### src/rtl/max_stream_selector.sv
// Streaming frame reducer: returns the max operand, its index and the frame length.
// Optional minimum tracker enabled by defining MAX_STREAM_MIN_TRACK_EN.
module max_stream_selector #(
    parameter int WIDTH     = 8,
    parameter int FRAME_LEN = 4,
    parameter int IDX_W     = 2
) (
    input  logic             clk,
    input  logic             rst_n,
    input  logic             in_valid,
    output logic             in_ready,
    input  logic [WIDTH-1:0] in_data,
    input  logic             in_last,
    output logic             out_valid,
    input  logic             out_ready,
    output logic [WIDTH-1:0] out_max,
    output logic [IDX_W-1:0] out_idx,
    output logic [IDX_W:0]   out_cnt
`ifdef MAX_STREAM_MIN_TRACK_EN
    ,
    output logic [WIDTH-1:0] out_min,
    output logic [IDX_W-1:0] out_min_idx
`endif
);

    typedef enum logic {
        ACCUM = 1'b0,
        HOLD  = 1'b1
    } state_t;

    localparam logic [IDX_W-1:0] LAST_POS = IDX_W'(FRAME_LEN - 1);

    state_t           state;
    state_t           state_nxt;
    logic [IDX_W-1:0] cnt;
    logic [WIDTH-1:0] max_q;
    logic [IDX_W-1:0] idx_q;
    logic             take;
    logic             first;
    logic             close;
    logic             max_upd;
    logic [WIDTH-1:0] max_nxt;
    logic [IDX_W-1:0] idx_nxt;

    // Handshake outputs decode the registered state only.
    assign in_ready  = (state == ACCUM);
    assign out_valid = (state == HOLD);

    assign take  = in_valid && in_ready;
    assign first = (cnt == '0);
    assign close = take && (in_last || (cnt == LAST_POS));

    // The first operand loads unconditionally; later ones win only on strictly greater.
    assign max_upd = first || (in_data > max_q);
    assign max_nxt = max_upd ? in_data : max_q;
    assign idx_nxt = max_upd ? cnt : idx_q;

`ifdef MAX_STREAM_MIN_TRACK_EN
    logic [WIDTH-1:0] min_q;
    logic [IDX_W-1:0] min_idx_q;
    logic             min_upd;
    logic [WIDTH-1:0] min_nxt;
    logic [IDX_W-1:0] min_idx_nxt;

    assign min_upd     = first || (in_data < min_q);
    assign min_nxt     = min_upd ? in_data : min_q;
    assign min_idx_nxt = min_upd ? cnt : min_idx_q;

    // Minimum tracker mirrors the max path, loading results on the closing edge.
    always_ff @(posedge clk or negedge rst_n) begin
        if (!rst_n) begin
            min_q       <= '0;
            min_idx_q   <= '0;
            out_min     <= '0;
            out_min_idx <= '0;
        end else if (take) begin
            min_q     <= min_nxt;
            min_idx_q <= min_idx_nxt;
            if (close) begin
                out_min     <= min_nxt;
                out_min_idx <= min_idx_nxt;
            end
        end
    end
`endif

    // State register.
    always_ff @(posedge clk or negedge rst_n) begin
        if (!rst_n) begin
            state <= ACCUM;
        end else begin
            state <= state_nxt;
        end
    end

    // Next state: close a frame into HOLD, release on the result handshake.
    always_comb begin
        state_nxt = state;
        case (state)
            ACCUM: begin
                if (close) begin
                    state_nxt = HOLD;
                end
            end
            HOLD: begin
                if (out_ready) begin
                    state_nxt = ACCUM;
                end
            end
            default: state_nxt = ACCUM;
        endcase
    end

    // Accumulate per operand and latch the frame result on the closing transfer.
    always_ff @(posedge clk or negedge rst_n) begin
        if (!rst_n) begin
            cnt     <= '0;
            max_q   <= '0;
            idx_q   <= '0;
            out_max <= '0;
            out_idx <= '0;
            out_cnt <= '0;
        end else if (take) begin
            max_q <= max_nxt;
            idx_q <= idx_nxt;
            if (close) begin
                cnt     <= '0;
                out_max <= max_nxt;
                out_idx <= idx_nxt;
                out_cnt <= {1'b0, cnt} + (IDX_W + 1)'(1);
            end else begin
                cnt <= cnt + IDX_W'(1);
            end
        end
    end

endmodule
### config.mk
export PLATFORM = sky130hd
export DESIGN_NAME = max_stream_selector
export DESIGN_NICKNAME = d
export VERILOG_FILES = /design/src/rtl/max_stream_selector.sv
export SDC_FILE = /design/constraint.sdc
export NUM_CORES = 1
export LEC_CHECK = 0
export CAP_MARGIN = 10
export CORE_MARGIN = 2
export CORE_UTILIZATION = 46
export CTS_BUF_LIST = sky130_fd_sc_hd__clkbuf_8 sky130_fd_sc_hd__clkbuf_16
export DETAILED_ROUTE_END_ITERATION = 10
export PLACE_DENSITY = 0.72
export SLEW_MARGIN = 10
export SYNTH_ARGS = -nofsm -noshare
export SYNTH_HDL_FRONTEND = slang
export SYNTH_SLANG_ARGS = --single-unit
### constraint.sdc
create_clock -name clk -period 2.4 [get_ports clk]
set_input_delay 0.48 -clock clk [delete_from_list [all_inputs] [get_ports clk]]
set_output_delay 0.48 -clock clk [all_outputs]
set_load 0.03 [all_outputs]
==> flow_metrics.py <==
metrics = {
    "outcome": {
        "status": "completed",
    },
    "die": {
        "die_y_um": 60.2,
        "rows": 20,
        "die_w_um": 60.2,
        "core_um2": 3030,
        "dieArea_um2": 3630,
        "start_util_pct": 48.0,
        "ios": 28,
    },
    "worst_setup_path": {
        "crit_path_max_fanout": 5,
        "critPathKind": "in2reg",
        "arrival_ps": 2520,
        "crit_chain": "clkdlybuf4s50_1 > ha_1 > nand4_1 > or3_2 > o311ai_4 > buf_4 > mux2_2",
        "cp-end-kind": "flop",
        "crit_slowest_cell": "or3_2",
        "crit_path_start_kind": "input pin",
        "critPathLaunch": "in_data[7]",
        "cp_slowest_stage_delay_ps": 520,
        "r2r_start": "max_q[6]",
        "worstPathRequired_ps": 2570,
    },
    "layout": {
        "areaGrowthSynthToFinish_pct": 32.4,
        "num-fill-cells": 254,
        "instances_no_fill": 229,
        "n_antenna_cell": 0,
        "finalNetCount": 209,
        "drive_gt1_share_pct": 20.5,
    },
    "synthesis": {
        "syn_inst": 145,
        "synthTopCellsByArea": "dfrtp_1, ha_1, mux2_2, nand2_1, o311ai_0",
        "synth_edf_count": 0,
        "synth_xor_area_share_pct": 0,
        "ys_ff_latch": 26,
        "synth_compound_area_share_pct": 18.3,
        "async_flop_share_pct": 100,
        "ys_seq_area_share_pct": 44.8,
        "synth_nets": 168,
        "yosys-mux-area-fraction_pct": 7.75,
        "synth-main-ff-cell": "dfrtp_1",
        "yosysTopAreaCell": "dfrtp_1",
        "yosys_warnings": 0,
        "synthSimpleGateAreaFrac_pct": 14.7,
        "netlist_area_um2": 1450,
        "avgSynthCellArea_um2": 10.0,
        "synth_top_family_by_area": "compound AO/OA/AOI/OAI gates",
        "synthAdderAreaFrac_pct": 8.61,
        "synth.top_cell.area_share_pct": 44.8,
        "yosysUniqueCellTypes": 27,
    },
    "detailed_routing": {
        "wl_um": 3100,
        "route.antenna.remaining_nets": 0,
        "vias_per_cell": 5.11,
        "drc_errors": 0,
        "dr.pass1.iters": 4,
        "drt_iter0_markers": 37,
        "wl_per_cell_um": 13.5,
        "vias": 1170,
    },
    "pwr": {
        "p_leak_nw": 0.842,
        "power_density_nw_per_um2": 1120,
        "max-vdd-ir-drop_v": 0.000650,
    },
    "sta": {
        "slew-limit-headroom_pct": 75.2,
        "hold_viol_final": 0,
        "tightestPinTransition_ps": 367,
        "setup_tns_ps": 0,
        "finClkSkew_ps": 7.26,
        "fin_crit_ps": 2350,
        "slew_viol_final": 0,
        "period_share_pct": 98.1,
        "finalSetupViolCount": 0,
        "fmax_mhz": 425,
        "rsz0062_at_grt": "yes",
    },
    "clock_tree": {
        "cts_tree": "yes",
        "numCtsBuffers": 3,
        "clockBufferDepth": 2,
        "clock-sinks": 26,
        "clk_latency_ps": 280,
        "clkSlewWorstSetupHoldPaths_ps": 90,
        "root_buffer": "clkbuf_8",
        "htree_levels": 1,
        "cts_repair_resize_count": 0,
    },
    "placed_design": {
        "hpwl_um": 2280,
        "place_congestion": 0.786,
        "portBuffers": 27,
        "dp.cells": 223,
    },
    "flow_run": {
        "max_cap_violations": 0,
    },
    "global_route": {
        "grt_overflow": 0,
        "antenna_found_initial": 0,
        "grt_pass1_vias": 1186,
        "grt_pass1_wl_um": 5440,
        "grt_start_max_net_pins": 27,
        "gr-usage-all-layers_pct": 20.4,
    },
    "worst_hold_path": {
        "min_from": "out_cnt[1]",
        "hp-class": "reg2reg",
    },
}
[synthesized netlist by cell type, types with 5 or more instances]
cell type and n:
ha_1 10, nand2_1 25, nor2_1 5, o21ai_0 5
and2_1 7, dfrtp_1 26, o211ai_1 11, o311ai_0 10
clkbuf_1 5, mux2_2 10, inv_1 11
[cells by family (layout without fill, tap and decap cells)]
kind of cell | after synthesis | count (layout)
simple gates | 46 | 46
flops | 26 | 26
compound gates | 33 | 33
mux | 10 | 10
buf+inv | 20 | 60
fa+ha+maj | 10 | 10
[critical path: cells and delay by family]
kind | cells | cell delay [ps]
simple gates | 2 | 650
buf+inv | 2 | 640
compound gates | 1 | 110
mux | 1 | 330
fa+ha+maj | 1 | 310
[sequential cells by signal, summed over array words and instances (netlist names)]
signal,cells
out_cnt,3
max_q,8
out_max,8
cnt,2
out_idx,2
out_valid,1
idx_q,2
[final timing paths]
check	to	slack, ps	cells past startpoint
min in group asynchronous	out_cnt[1]	550	2
min	out_cnt[1]	490	2
max	max_q[0]	50	7
min reg2reg	out_cnt[1]	490	2
max in group asynchronous	max_q[0]	1590	2
max reg2reg	max_q[0]	290	7
[per-layer routing]
layer  track usage, %  share of wire (%)
met1             26.0                 46
met2             34.6                 49
met3             3.03                3.6
met4             7.62                1.6
met5                0                  0
[what timing repair did]
item,in CTS,in global routing
endpoints found under the setup margin,1,7
cloned,0,0
pin swaps,1,0
hold buffers,0,0
buffers inserted,2,0
[cells in the final DEF (no fill, tap or decap), types with 2 or more instances in the layout]
| cell type | n |
|---|---|
| nor2_1 | 5 |
| nand2_1 | 25 |
| ha_1 | 10 |
| o211ai_1 | 11 |
| o21ai_0 | 5 |
| buf_4 | 18 |
| clkdlybuf4s50_1 | 27 |
| inv_1 | 11 |
| dfrtp_1 | 26 |
| and2_1 | 7 |
| o311ai_0 | 10 |
| nand4_1 | 2 |
| nor2b_1 | 2 |
| mux2_2 | 10 |
| nand3_1 | 2 |
| clkbuf_8 | 4 |
[area by class of cell]
cell class / instances / area [um^2] / area share [%]
Timing Repair Buffer: 45 / 405 / 21.1
Inverter: 11 / 41.3 / 2.14
Sequential cell: 26 / 651 / 33.8
Clock buffer: 4 / 55.1 / 2.86
Tap cell: 44 / 55.1 / 2.86
Multi-Input combinational cell: 99 / 718 / 37.3
[metrics by stage]
stage               utilization [%]  hold slack [ps]  setup WS (ps)  instance area (um^2)  total power [W]
CTS                            63.6              501           44.7                  1930          0.00218
finish                         63.6              488           45.1                  1930          0.00216
global placement               61.3              460           -259                  1860          0.00184
global route                   63.6              518          -10.5                  1930          0.00233
detailed placement             61.3              477           -298                  1860          0.00187
floorplan                         -              184            320                  1450          0.00145
[report_power, final]
group | internal (W) | switching (W)
Combinational | 0.000501 | 0.000614
Sequential | 0.000632 | 0.000123
Clock | 0.000147 | 0.000145
Total | 0.00128 | 0.000883
Note: power is estimated with default switching activity, not from simulation.
